## src/rtl/sisc_mem_arb_if.sv

```systemverilog
// sisc_mem_arb_if: bundle of the fetch port, data port and memory port of
// the SISC memory arbiter.
//   slave  : the arbiter's view (requests and mem_rdata in; grants,
//            read returns and memory strobes out)
//   master : the requester/memory side's view (mirror of slave)
interface sisc_mem_arb_if #(
  parameter int ADDR_W = 16,
  parameter int DATA_W = 32
);
  // fetch requester
  logic              if_req;
  logic [ADDR_W-1:0] if_addr;
  logic              if_gnt;
  logic              if_rvalid;
  logic [DATA_W-1:0] if_rdata;
  // data requester
  logic              dm_req;
  logic              dm_we;
  logic [ADDR_W-1:0] dm_addr;
  logic [DATA_W-1:0] dm_wdata;
  logic              dm_gnt;
  logic              dm_rvalid;
  logic [DATA_W-1:0] dm_rdata;
  // memory
  logic              mem_en;
  logic              mem_we;
  logic [ADDR_W-1:0] mem_addr;
  logic [DATA_W-1:0] mem_wdata;
  logic [DATA_W-1:0] mem_rdata;

  modport slave (
    input  if_req, if_addr, dm_req, dm_we, dm_addr, dm_wdata, mem_rdata,
    output if_gnt, if_rvalid, if_rdata, dm_gnt, dm_rvalid, dm_rdata,
           mem_en, mem_we, mem_addr, mem_wdata
  );

  modport master (
    output if_req, if_addr, dm_req, dm_we, dm_addr, dm_wdata, mem_rdata,
    input  if_gnt, if_rvalid, if_rdata, dm_gnt, dm_rvalid, dm_rdata,
           mem_en, mem_we, mem_addr, mem_wdata
  );
endinterface

```

## src/rtl/sisc_mem_arb.sv

```systemverilog
// sisc_mem_arb: single-port memory arbiter between instruction fetch and
// load/store. One access at a time; data wins ties except when fetch has
// been passed over DM_STREAK times in a row.
// Ports:
//   i_clk   : rising-edge clock
//   i_rst_f : asynchronous active-low reset
//   bus     : sisc_mem_arb_if.slave (fetch port, data port, memory port)
// Grants and the memory strobe are combinational in IDLE (zero-latency);
// a read parks the arbiter in WAIT for MEM_LAT cycles, the last of which
// carries the owner's rvalid. Writes never leave IDLE.
module sisc_mem_arb #(
  parameter int ADDR_W    = 16,
  parameter int DATA_W    = 32,
  parameter int MEM_LAT   = 1,
  parameter int DM_STREAK = 2
) (
  input  logic           i_clk,
  input  logic           i_rst_f,
  sisc_mem_arb_if.slave  bus
);
  typedef enum logic { S_IDLE, S_WAIT } state_t;

  localparam logic [2:0] LAT        = 3'(MEM_LAT);
  localparam logic [2:0] STREAK_MAX = 3'(DM_STREAK);

  state_t     r_state;
  logic       r_owner;     // 0 = fetch, 1 = data
  logic [2:0] r_lat_cnt;
  logic [2:0] r_streak;    // consecutive data grants taken while fetch waited

  logic              w_idle, w_pick_dm, w_pick_if, w_last;
  logic [ADDR_W-1:0] w_addr;
  logic [DATA_W-1:0] w_wdata;

  // Reset also masks the combinational grant path so nothing escapes
  // while the arbiter is held in reset.
  assign w_idle    = (r_state == S_IDLE) && i_rst_f;
  assign w_pick_dm = w_idle && bus.dm_req && (!bus.if_req || (r_streak != STREAK_MAX));
  assign w_pick_if = w_idle && bus.if_req && !w_pick_dm;
  assign w_last    = (r_state == S_WAIT) && (r_lat_cnt == 3'd1);

  always_comb begin
    w_addr  = '0;
    w_wdata = '0;
    if (w_pick_dm) begin
      w_addr  = bus.dm_addr;
      w_wdata = bus.dm_wdata;
    end else if (w_pick_if) begin
      w_addr  = bus.if_addr;
    end
  end

  assign bus.if_gnt    = w_pick_if;
  assign bus.dm_gnt    = w_pick_dm;
  assign bus.mem_en    = w_pick_if || w_pick_dm;
  assign bus.mem_we    = w_pick_dm && bus.dm_we;
  assign bus.mem_addr  = w_addr;
  assign bus.mem_wdata = w_wdata;

  assign bus.if_rvalid = w_last && !r_owner;
  assign bus.dm_rvalid = w_last &&  r_owner;
  assign bus.if_rdata  = bus.mem_rdata;
  assign bus.dm_rdata  = bus.mem_rdata;

  always_ff @(posedge i_clk or negedge i_rst_f) begin
    if (!i_rst_f) begin
      r_state   <= S_IDLE;
      r_owner   <= 1'b0;
      r_lat_cnt <= 3'd0;
      r_streak  <= 3'd0;
    end else begin
      case (r_state)
        S_IDLE: begin
          if (w_pick_dm) begin
            // streak only grows while fetch is actually waiting
            r_streak <= bus.if_req ? r_streak + 3'd1 : 3'd0;
            if (!bus.dm_we) begin
              r_owner   <= 1'b1;
              r_lat_cnt <= LAT;
              r_state   <= S_WAIT;
            end
          end else if (w_pick_if) begin
            r_streak  <= 3'd0;
            r_owner   <= 1'b0;
            r_lat_cnt <= LAT;
            r_state   <= S_WAIT;
          end
        end
        S_WAIT: begin
          r_lat_cnt <= r_lat_cnt - 3'd1;
          if (r_lat_cnt == 3'd1) r_state <= S_IDLE;
        end
        default: r_state <= S_IDLE;
      endcase
    end
  end
endmodule

```

## src/flat_wrapper.sv

```systemverilog
// flat-port wrapper written by rule: the top's interface ports become plain ports
module sisc_mem_arb_flat 
#(
  parameter int ADDR_W    = 16,
  parameter int DATA_W    = 32,
  parameter int MEM_LAT   = 1,
  parameter int DM_STREAK = 2
)
  (i_clk, i_rst_f, bus_if_req, bus_if_addr, bus_dm_req, bus_dm_we, bus_dm_addr, bus_dm_wdata, bus_mem_rdata, bus_if_gnt, bus_if_rvalid, bus_if_rdata, bus_dm_gnt, bus_dm_rvalid, bus_dm_rdata, bus_mem_en, bus_mem_we, bus_mem_addr, bus_mem_wdata);
  sisc_mem_arb_if #(.ADDR_W(ADDR_W), .DATA_W(DATA_W)) bus_i ();
  input  logic i_clk;
  input  logic i_rst_f;
  input wire logic [$bits(bus_i.if_req)-1:0] bus_if_req;
  input wire logic [$bits(bus_i.if_addr)-1:0] bus_if_addr;
  input wire logic [$bits(bus_i.dm_req)-1:0] bus_dm_req;
  input wire logic [$bits(bus_i.dm_we)-1:0] bus_dm_we;
  input wire logic [$bits(bus_i.dm_addr)-1:0] bus_dm_addr;
  input wire logic [$bits(bus_i.dm_wdata)-1:0] bus_dm_wdata;
  input wire logic [$bits(bus_i.mem_rdata)-1:0] bus_mem_rdata;
  output wire logic [$bits(bus_i.if_gnt)-1:0] bus_if_gnt;
  output wire logic [$bits(bus_i.if_rvalid)-1:0] bus_if_rvalid;
  output wire logic [$bits(bus_i.if_rdata)-1:0] bus_if_rdata;
  output wire logic [$bits(bus_i.dm_gnt)-1:0] bus_dm_gnt;
  output wire logic [$bits(bus_i.dm_rvalid)-1:0] bus_dm_rvalid;
  output wire logic [$bits(bus_i.dm_rdata)-1:0] bus_dm_rdata;
  output wire logic [$bits(bus_i.mem_en)-1:0] bus_mem_en;
  output wire logic [$bits(bus_i.mem_we)-1:0] bus_mem_we;
  output wire logic [$bits(bus_i.mem_addr)-1:0] bus_mem_addr;
  output wire logic [$bits(bus_i.mem_wdata)-1:0] bus_mem_wdata;
  assign bus_i.if_req = bus_if_req;
  assign bus_i.if_addr = bus_if_addr;
  assign bus_i.dm_req = bus_dm_req;
  assign bus_i.dm_we = bus_dm_we;
  assign bus_i.dm_addr = bus_dm_addr;
  assign bus_i.dm_wdata = bus_dm_wdata;
  assign bus_i.mem_rdata = bus_mem_rdata;
  assign bus_if_gnt = bus_i.if_gnt;
  assign bus_if_rvalid = bus_i.if_rvalid;
  assign bus_if_rdata = bus_i.if_rdata;
  assign bus_dm_gnt = bus_i.dm_gnt;
  assign bus_dm_rvalid = bus_i.dm_rvalid;
  assign bus_dm_rdata = bus_i.dm_rdata;
  assign bus_mem_en = bus_i.mem_en;
  assign bus_mem_we = bus_i.mem_we;
  assign bus_mem_addr = bus_i.mem_addr;
  assign bus_mem_wdata = bus_i.mem_wdata;
  sisc_mem_arb #(.ADDR_W(ADDR_W), .DATA_W(DATA_W), .MEM_LAT(MEM_LAT), .DM_STREAK(DM_STREAK)) u_core (.i_clk(i_clk), .i_rst_f(i_rst_f), .bus(bus_i));
endmodule
```

## config.mk

```make
export PLATFORM = sky130hd
export DESIGN_NAME = sisc_mem_arb_flat
export DESIGN_NICKNAME = d
export VERILOG_FILES = /design/src/rtl/sisc_mem_arb_if.sv /design/src/rtl/sisc_mem_arb.sv /design/src/flat_wrapper.sv
export SDC_FILE = /design/constraint.sdc
export NUM_CORES = 1
export LEC_CHECK = 0
export BUFFER_PORTS_ARGS = -buffer_cell sky130_fd_sc_hd__buf_4
export CORE_AREA = 2 2 86 88
export CTS_CLUSTER_SIZE = 20
export DETAILED_ROUTE_END_ITERATION = 12
export DIE_AREA = 0 0 88 90
export GPL_TIMING_DRIVEN = 0
export PLACE_DENSITY_LB_ADDON = 0.05
export SLEW_MARGIN = 25
export SYNTH_ARGS = -nofsm -noshare
export SYNTH_HDL_FRONTEND = slang
export SYNTH_SLANG_ARGS = --single-unit
```

## constraint.sdc

```tcl
create_clock -name i_clk -period 2.1 [get_ports i_clk]
set_input_delay 0.42 -clock i_clk [delete_from_list [all_inputs] [get_ports i_clk]]
set_output_delay 0.42 -clock i_clk [all_outputs]
set_load 0.02 [all_outputs]
```

After elaboration in Yosys (flattened, before gate mapping)
Index checks and enable logic that the tools add are counted. W data, S select, Z words.

Register bits: 8. Bits of input ports: 101. Output and inout port bits: 118. Logic and storage cells: 48.

$add $sub $neg: 2. Equality and inequality tests: 5. Multiplexer cells: 18. Bitwise operators: 1. Reductions and logical operators: 18.

Operators with widths (count): $mux W16 (2); $mux W32 (1); $mux W3 (6); $logic_and A1 B1 Y1 (9); $mux W1 (7); $pmux W3 S2 (1); $reduce_and A2 Y1 (2); $add A3 B1 Y3 const B (1); $eq A3 B1 Y1 const B (1); $logic_not A1 Y1 (3); $ne A3 B1 Y1 const B (1); $ne A3 B2 Y1 const B (1); $ne A3 B3 Y1 const B (1); $reduce_and A3 Y1 (1); $sub A3 B1 Y3 const B (1); $logic_or A1 B1 Y1 (2); $ne A2 B2 Y1 const B (1); $pmux W1 S2 (1); $reduce_bool A2 Y1 (1); $not A1 Y1 (1).

Logic depth before layout (Yosys ltp)
Gate-level depths: netlist of the first run.

Depth after elaboration: 9. Gate-level depth with buffers: 7. Depth with buffers taken out: 5.

Least setup slack after synthesis of the first run
OpenSTA, ideal clock, no wires.

Path type: register -> output. Start: reg u_core.r_streak[0]. End: out bus_mem_addr[13]. Arrival: 1534 ps. Required time: 1680 ps. Slack: 146 ps. Stages on the path, launching flop included: 7. Path buffers: 1. Path through: dfrtp_1 > inv_1 > ha_1 > nand2b_1 > a211oi_4 > buf_6 > a22o_1.

Longest elaborated chain between the ends: 7.

Ends and longest elaborated chain: from (decl) (RTL line sisc_mem_arb.sv:29) `logic [2:0] r_streak;`; from (signal assigned) (RTL line sisc_mem_arb.sv:76) `r_streak <= bus.if_req ? r_streak + 3'd1 : 3'd0;`; $ne A3 B2 Y1 (RTL line sisc_mem_arb.sv:38) `assign w_pick_dm = w_idle && bus.dm_req && (!bus.if_req || (r_streak != STREAK_MAX));`; $logic_or A1 B1 Y1 (RTL line sisc_mem_arb.sv:38); $logic_and A1 B1 Y1 (RTL line sisc_mem_arb.sv:38); $logic_not A1 Y1 (RTL line sisc_mem_arb.sv:39) `assign w_pick_if = w_idle && bus.if_req && !w_pick_dm;`; $logic_and A1 B1 Y1 (RTL line sisc_mem_arb.sv:39); via bus_if_gnt (RTL line flat_wrapper.sv:20) `output wire logic [$bits(bus_i.if_gnt)-1:0] bus_if_gnt;`; $mux W16 (RTL line sisc_mem_arb.sv:48) `end else if (w_pick_if) begin`; $mux W16 (RTL line sisc_mem_arb.sv:45) `if (w_pick_dm) begin`; to (decl) (RTL line flat_wrapper.sv:28) `output wire logic [$bits(bus_i.mem_addr)-1:0] bus_mem_addr;`.

The timed path passes the listed nets, and every way through them passes these cells.

Final worst setup path of the first run
Start: reg u_core.r_streak[1]. End: out bus_mem_wdata[5].

Longest elaborated chain between the ends: 4.

Ends and longest elaborated chain: $ne A3 B2 Y1 (RTL line sisc_mem_arb.sv:38); $logic_or A1 B1 Y1 (RTL line sisc_mem_arb.sv:38); $logic_and A1 B1 Y1 (RTL line sisc_mem_arb.sv:38); $mux W32 (RTL line sisc_mem_arb.sv:45); to (decl) (RTL line flat_wrapper.sv:29) `output wire logic [$bits(bus_i.mem_wdata)-1:0] bus_mem_wdata;`.

Every way passes these cells.

==> results.rst, run 1 <==
.. list-table::
   :header-rows: 1

   * - Metric
     - Value
   * - Max Transition Viols Final
     - 0
   * - Quantity of I/O buffers inserted on ports
     - 186
   * - Vias in the first global route
     - 1,582
   * - Total clock buffers created by CTS
     - 3
   * - Total via count in the routed design
     - 1,809
   * - Total standard cell area after synthesis
     - 0.00138 mm²
   * - Fill count
     - 677
   * - Register area share after synthesis
     - 14.6%
   * - First-pass DRT Iterations
     - 4
   * - Overall die width
     - 88 µm
   * - Layout overhead on the synthesized area
     - 141%
   * - Fin util
     - 47.3%
   * - Status
     - finished with violations
   * - Antenna diode instance count
     - 0
   * - Minimum setup slack in the final design
     - -0.0234 ns
   * - # H-tree levels
     - 1
   * - Core area
     - 0.00702 mm²
   * - Antenna viol nets, final
     - 0
   * - Buffer depth of the longest clock path
     - 2
   * - Gate count of the mapped netlist
     - 170
   * - Flop2flop setup slack
     - 0.60 ns
   * - Path category of the worst min-delay check
     - input pin to async pin
   * - Warnings, synthesis
     - 0
   * - Global routing usage summed across all routing layers
     - 12.9%
   * - Final #Nets
     - 475
   * - Leakage
     - 1.84 nW
   * - Placed inst area
     - 0.00290 mm²
   * - Vertical die dimension
     - 90 µm
   * - Routed WL
     - 6200 µm
   * - Reg area
     - 200 µm²
   * - Wire length of the first global-routing pass
     - 8160 µm
   * - Die Area
     - 0.00792 mm²
   * - Clock Skew
     - 0.00352 ns
   * - Critical path origin
     - u_core.r_streak[1]$_DFFE_PN0P_
   * - Number of rows created at floorplan
     - 31
   * - Global placer's final weighted congestion
     - 0.732
   * - Arrival time at the worst endpoint
     - 1.70 ns
   * - Element type at the critical path start
     - flip-flop
   * - Clock sink total
     - 8
   * - Slew @ Worst Pin
     - 0.335 ns
   * - Critical path class
     - flip-flop to output pin
   * - Root buffer cell
     - sky130_fd_sc_hd__clkbuf_8
   * - Number of maximum-capacitance constraint violations
     - 0
   * - Endpoint of the lowest-slack register-to-register path
     - u_core.r_owner$_DFFE_PN0P_
   * - Distinct cell type count of the synthesized netlist
     - 31
   * - Pin count of the biggest net entering global routing
     - 11
   * - Maximum clock rate
     - 471 MHz
   * - Final routed DRC violation total
     - 0
   * - Critical path required time
     - 1.68 ns
   * - Mean cell area of the mapped netlist
     - 8.09 µm²
   * - Headroom to the max-slew limit
     - 77.5%
   * - Path depth of the worst reg2reg path
     - 7
   * - Top-level I/O count
     - 219
   * - Crit share post-route
     - 101%
   * - Worst-path maximum fanout
     - 6
   * - Number of antenna violations at the first check in global routing
     - 0
   * - Post-layout min period
     - 2.12 ns
   * - Post-Syn Nets
     - 275
   * - Overall power
     - 1.85 mW
   * - Type of destination of the critical path
     - output pin
   * - Unrepaired setup endpoints after global routing
     - yes
   * - IR drop worst, VDD
     - 0.000519 V
   * - Number of register bits inferred by synthesis
     - 8
   * - Startpoint of the most critical register-to-register path
     - u_core.r_streak[0]$_DFFE_PN0P_
   * - DR iter-0 viols
     - 21
   * - Vias per cell
     - 3.87
   * - Share of final-layout standard cells stronger than drive strength 1
     - 82.9%
   * - Worst setup path end
     - bus_mem_wdata[5]
   * - Clock edge transition at the registers on the reported setup and hold paths
     - 0.04 ns
   * - Multi-input gate area
     - 739 µm²
   * - Clock network latency to the later pin of the worst-skew pair
     - 0.23 ns
   * - Total grt overflow
     - 0
   * - CTS tree
     - built
   * - Hold violation total from the final report
     - 0
   * - Violated checks
     - setup timing
   * - Starting density of the core
     - 19.6%
   * - Count of final setup violators
     - 18
   * - Final design area excluding fillers
     - 0.00332 mm²
   * - Average routed wire per standard cell
     - 13.3 µm
   * - P per Cell Area
     - 556 mW/mm²
   * - Detailed-placement wirelength estimate
     - 5250 µm
power breakdown:
part | internal (mW) | switching, mW
Combinational | 0.757 | 0.612
Clock | 0.124 | 0.0577
Sequential | 0.228 | 0.0682
area by class of cell:
cell class              count  share of cell area, %
plain buffers              70                   16.5
multi-input cells          84                   22.3
flip-flops and latches      8                   6.03
inverters                   8                  0.905
repair buffers            195                   49.3
well taps                  99                   3.73
clock buffers               3                   1.24
metal layers:
layer	vias up	routed length, µm	track usage (%)
met4	0	61	1.92
met5	-	0	0
li1	891	-	-
met1	803	2220	13.8
met2	109	3320	25.8
met3	6	597	2.30
metrics by stage:
stage	hold WS (ns)	std cells	setup slack [ns]	setup TNS (ns)
floorplan	0.124	170	0.146	0
global placement	0.263	455	-0.0484	-0.645
detailed placement	0.259	455	-0.0460	-0.594
CTS	0.0166	460	-0.0479	-0.454
global route	0.0172	467	-0.123	-3.68
finish	0.0155	467	-0.0234	-0.227
critical path, cell delays in order, from the launching register on:
cell and delay (ns):
sky130_fd_sc_hd__dfrtp_1 0.40, sky130_fd_sc_hd__ha_4 0.18, sky130_fd_sc_hd__nand3b_1 0.11, sky130_fd_sc_hd__and3_4 0.28, sky130_fd_sc_hd__buf_8 0.14, sky130_fd_sc_hd__buf_6 0.11
sky130_fd_sc_hd__and2_4 0.14, sky130_fd_sc_hd__buf_6 0.11
synth_stat cells:
| master | n | area (µm²) |
|---|---|---|
| sky130_fd_sc_hd__nor3_1 | 2 | 10.0 |
| sky130_fd_sc_hd__and3_1 | 1 | 6.26 |
| sky130_fd_sc_hd__clkbuf_1 | 1 | 3.75 |
| sky130_fd_sc_hd__nor2_1 | 4 | 15.0 |
| sky130_fd_sc_hd__nand3b_1 | 1 | 7.51 |
| sky130_fd_sc_hd__nand2b_4 | 1 | 13.8 |
| sky130_fd_sc_hd__buf_2 | 3 | 15.0 |
| sky130_fd_sc_hd__and2_1 | 34 | 213 |
| sky130_fd_sc_hd__buf_4 | 65 | 488 |
| sky130_fd_sc_hd__or3b_2 | 1 | 8.76 |
| sky130_fd_sc_hd__a211oi_4 | 1 | 20.0 |
| sky130_fd_sc_hd__nand2_1 | 3 | 11.3 |
| sky130_fd_sc_hd__a22o_2 | 5 | 50.1 |
| sky130_fd_sc_hd__dfrtp_1 | 8 | 200 |
| sky130_fd_sc_hd__a22o_1 | 10 | 87.6 |
| sky130_fd_sc_hd__and3_4 | 1 | 11.3 |
| sky130_fd_sc_hd__inv_1 | 8 | 30.0 |
| sky130_fd_sc_hd__nor2b_2 | 1 | 8.76 |
| sky130_fd_sc_hd__a32o_1 | 1 | 10.0 |
| sky130_fd_sc_hd__o22ai_1 | 1 | 6.26 |
| sky130_fd_sc_hd__a211o_2 | 1 | 10.0 |
| sky130_fd_sc_hd__o21ai_0 | 3 | 15.0 |
| sky130_fd_sc_hd__ha_1 | 4 | 50.1 |
| sky130_fd_sc_hd__nand2b_1 | 1 | 6.26 |
| sky130_fd_sc_hd__o2bb2ai_1 | 1 | 8.76 |
| sky130_fd_sc_hd__o211a_1 | 1 | 10.0 |
| sky130_fd_sc_hd__buf_6 | 1 | 11.3 |
| sky130_fd_sc_hd__nand4_1 | 1 | 6.26 |
| sky130_fd_sc_hd__a21oi_1 | 3 | 15.0 |
| sky130_fd_sc_hd__a22o_4 | 1 | 17.5 |
| sky130_fd_sc_hd__xnor2_1 | 1 | 8.76 |
registers in the layout, indices dropped and copies added (netlist names):
register	count
u_core.r_owner	1
u_core.r_streak	3
u_core.r_state	1
u_core.r_lat_cnt	3
timing repair:
item                                    in CTS  in global routing
cloned                                       0                  4
buffers inserted                             2                  3
hold buffers                                 0                  0
endpoints found under the setup margin      49                 48
pin swaps                                    3                 28
resized for setup                           12                 76
layout by cell type (no fill, tap or decap), types with 2 or more instances in the layout:
cell / instances
sky130_fd_sc_hd__buf_4: 216
sky130_fd_sc_hd__buf_6: 46
sky130_fd_sc_hd__and2_4: 22
sky130_fd_sc_hd__and2_1: 12
sky130_fd_sc_hd__a22o_1: 10
sky130_fd_sc_hd__dfrtp_1: 8
sky130_fd_sc_hd__inv_1: 7
sky130_fd_sc_hd__a22o_4: 6
sky130_fd_sc_hd__nor2_1: 4
sky130_fd_sc_hd__o21ai_0: 3
sky130_fd_sc_hd__nand2_1: 3
sky130_fd_sc_hd__a21oi_1: 3
sky130_fd_sc_hd__ha_1: 3
sky130_fd_sc_hd__clkbuf_8: 3
sky130_fd_sc_hd__nand2b_4: 2
sky130_fd_sc_hd__nor3_1: 2
kinds of logic after synthesis:
family / Yosys count / synth area share, %
simple gates: 51 / 23.1
xor+xnor: 1 / 0.637
fa+ha+maj: 4 / 3.64
flops: 8 / 14.6
buf+inv: 78 / 39.9
compound gates: 28 / 18.2
worst min path at each step:
| stage | cells after the start | to | slack, ns | start |
|---|---|---|---|---|
| finish | 1 | u_core.r_lat_cnt[2]$_DFFE_PN0P_ | 0.02 | i_rst_f |
| global route | 1 | u_core.r_lat_cnt[2]$_DFFE_PN0P_ | 0.02 | i_rst_f |
| CTS | 1 | u_core.r_owner$_DFFE_PN0P_ | 0.02 | i_rst_f |
| detailed placement | 1 | u_core.r_owner$_DFFE_PN0P_ | 0.26 | i_rst_f |
| global placement | 1 | u_core.r_owner$_DFFE_PN0P_ | 0.26 | i_rst_f |
| floorplan | 0 | u_core.r_lat_cnt[0]$_DFFE_PN0P_ | 0.12 | i_rst_f |
Power figures use the tool's default switching activity.
==> run 2, diff against run 1 <==
- PLACE_DENSITY: not set -> 0.65
- PLACE_DENSITY_LB_ADDON: 0.05 -> not set
==> results.rst, run 2 (synthesis gave the netlist of run 1 again) <==
.. list-table::
   :header-rows: 1

   * - Metric
     - Value
   * - Headroom to the max-slew limit
     - 75.4%
   * - Post-layout min period
     - 2.09 ns
   * - Leakage
     - 1.76 nW
   * - Cell-by-cell trace of the critical path
     - ha_4 > nand3b_1 > and3_4 > buf_8 > buf_6 > and2_4 > buf_6
   * - Clock sink total
     - 8
   * - Path category of the worst min-delay check
     - input pin to async pin
   * - Overall die width
     - 88 µm
   * - Total grt overflow
     - 0
   * - Layout overhead on the synthesized area
     - 128%
   * - Most frequent CP cell
     - sky130_fd_sc_hd__buf_6
   * - Root buffer cell
     - sky130_fd_sc_hd__clkbuf_8
   * - Average routed wire per standard cell
     - 12.3 µm
   * - Die Area
     - 0.00792 mm²
   * - Number of rows created at floorplan
     - 31
   * - Vias in the first global route
     - 1,663
   * - Critical path origin
     - u_core.r_streak[1]$_DFFE_PN0P_
   * - Category of cells accounting for the largest share of critical-path delay
     - simple AND/OR/NAND/NOR gates
   * - Routed WL
     - 5710 µm
   * - Quantity of I/O buffers inserted on ports
     - 186
   * - P per Cell Area
     - 557 mW/mm²
   * - Global routing usage summed across all routing layers
     - 12.4%
   * - DR iter-0 viols
     - 36
   * - Flop2flop setup slack
     - 0.57 ns
   * - Fill count
     - 681
   * - # H-tree levels
     - 1
   * - Share of final-layout standard cells stronger than drive strength 1
     - 79.2%
   * - Endpoint of the lowest-slack register-to-register path
     - u_core.r_lat_cnt[2]$_DFFE_PN0P_
   * - Net Switching
     - 0.716 mW
   * - Global placer's final weighted congestion
     - 0.760
   * - Number of antenna violations at the first check in global routing
     - 0
   * - Final design area excluding fillers
     - 0.00314 mm²
   * - Starting density of the core
     - 19.6%
   * - WP buf/inv
     - 3
   * - Top-level I/O count
     - 219
   * - Biggest regs
     - u_core.r_lat_cnt (3), u_core.r_streak (3)
   * - Detailed-placement wirelength estimate
     - 4920 µm
   * - Worst setup path end
     - bus_mem_wdata[8]
   * - Number of maximum-capacitance constraint violations
     - 0
   * - Element type at the critical path start
     - flip-flop
   * - Clock edge transition at the registers on the reported setup and hold paths
     - 0.04 ns
   * - Critical path required time
     - 1.68 ns
   * - Total via count in the routed design
     - 1,790
   * - Total clock buffers created by CTS
     - 3
   * - Count of final setup violators
     - 0
   * - Clock network latency to the later pin of the worst-skew pair
     - 0.23 ns
   * - Minimum setup slack in the final design
     - 0.00594 ns
   * - Slowest cell on the critical path
     - sky130_fd_sc_hd__dfrtp_1
   * - Unrepaired setup endpoints after global routing
     - yes
   * - Setup total negative slack
     - 0 ns
   * - Arrival time at the worst endpoint
     - 1.67 ns
   * - Part of the total power dissipated in sequential elements
     - 17.2%
   * - Clock share of power
     - 10.7%
   * - Antenna viol nets, final
     - 0
   * - IR drop worst, VDD
     - 0.000498 V
   * - Delay contributed by the slowest stage of the critical path
     - 0.42 ns
   * - Worst path depth
     - 7
   * - Worst-path maximum fanout
     - 6
   * - Vertical die dimension
     - 90 µm
   * - Antenna diode instance count
     - 0
   * - Type of destination of the critical path
     - output pin
   * - Placed inst area
     - 0.00290 mm²
   * - Worst setup timing slack at the placement stage
     - -0.0587 ns
   * - Startpoint of the most critical register-to-register path
     - u_core.r_streak[0]$_DFFE_PN0P_
   * - First-pass DRT Iterations
     - 4
   * - Slew @ Worst Pin
     - 0.366 ns
   * - Wire length of the first global-routing pass
     - 7960 µm
   * - Buffer depth of the longest clock path
     - 2
   * - Core area
     - 0.00702 mm²
   * - Crit share post-route
     - 99.7%
   * - Design internal power
     - 1.03 mW
   * - Final routed DRC violation total
     - 0
   * - Final #Nets
     - 472
   * - Commonest non-fill, non-tap cell in the layout
     - sky130_fd_sc_hd__buf_4
   * - CTS hold repair buffers
     - 0
   * - Vias per cell
     - 3.86
   * - Status
     - finished, final reports clean
   * - Sw Share
     - 41.0%
   * - Fin util
     - 44.7%
   * - WHS
     - 0.0116 ns
   * - Max Transition Viols Final
     - 0
   * - Gate power share
     - 72.2%
   * - Clock Skew
     - 0.000907 ns
   * - Critical path class
     - flip-flop to output pin
   * - Maximum clock rate
     - 478 MHz
   * - Highest-count cells in the layout ignoring fill and taps
     - 237 x sky130_fd_sc_hd__buf_4, 24 x sky130_fd_sc_hd__and2_1, 23 x sky130_fd_sc_hd__buf_6
   * - Path depth of the worst reg2reg path
     - 7
   * - CTS tree
     - built
   * - Hold violation total from the final report
     - 0
   * - Pin count of the biggest net entering global routing
     - 11
run 2: worst reg2reg max path, stage by stage (launching register included):
cell and delay, ns:
sky130_fd_sc_hd__dfrtp_1 0.38, sky130_fd_sc_hd__inv_2 0.07, sky130_fd_sc_hd__ha_4 0.13, sky130_fd_sc_hd__nand3b_1 0.10
sky130_fd_sc_hd__buf_4 0.14, sky130_fd_sc_hd__buf_4 0.12, sky130_fd_sc_hd__a211o_2 0.33, sky130_fd_sc_hd__and2_1 0.15
run 2: final cells by class:
class	instances	area, µm²	area share, %
flip-flops and latches	8	200	6.38
clock buffers	3	41.3	1.32
plain buffers	70	544	17.3
repair buffers	192	1530	48.9
well taps	99	124	3.95
inverters	8	30.0	0.957
multi-input cells	84	664	21.2
run 2: power groups by stage:
stage          registers, mW  clock network [mW]  logic, mW
6_report               0.300               0.187       1.26
5_1_grt                0.310               0.199       1.36
4_1_cts                0.293               0.193       1.20
3_5_place_dp           0.298                   0       1.14
3_3_place_gp           0.294                   0       1.12
2_1_floorplan          0.284                   0      0.694
run 2: worst min-delay path by stage:
| stage | startpoint | endpoint | cells after the start | slack (ns) |
|---|---|---|---|---|
| floorplan | i_rst_f | u_core.r_lat_cnt[0]$_DFFE_PN0P_ | 0 | 0.12 |
| global placement | i_rst_f | u_core.r_lat_cnt[0]$_DFFE_PN0P_ | 1 | 0.26 |
| detailed placement | i_rst_f | u_core.r_owner$_DFFE_PN0P_ | 1 | 0.26 |
| CTS | i_rst_f | u_core.r_lat_cnt[0]$_DFFE_PN0P_ | 1 | 0.01 |
| global route | i_rst_f | u_core.r_lat_cnt[1]$_DFFE_PN0P_ | 1 | 0.02 |
| finish | i_rst_f | u_core.r_lat_cnt[0]$_DFFE_PN0P_ | 1 | 0.01 |
run 2: repair_timing:
item / 4_1_cts / 5_1_grt
gates cloned: 0 / 2
endpoints found under the setup margin: 49 / 45
buffers inserted: 3 / 1
gates resized for setup: 22 / 24
pin swaps: 4 / 13
run 2: routing by layer:
layer  wire length (µm)  track usage, %
met1               2050            13.7
met2               3060            23.6
met3                517            1.56
met4                 86            4.36
met5                  0               0
run 2: stage by stage:
step           std cells  power (mW)
2_1_floorplan        170       0.979
3_3_place_gp         455        1.42
3_5_place_dp         455        1.44
4_1_cts              461        1.69
5_1_grt              464        1.87
6_report             464        1.75
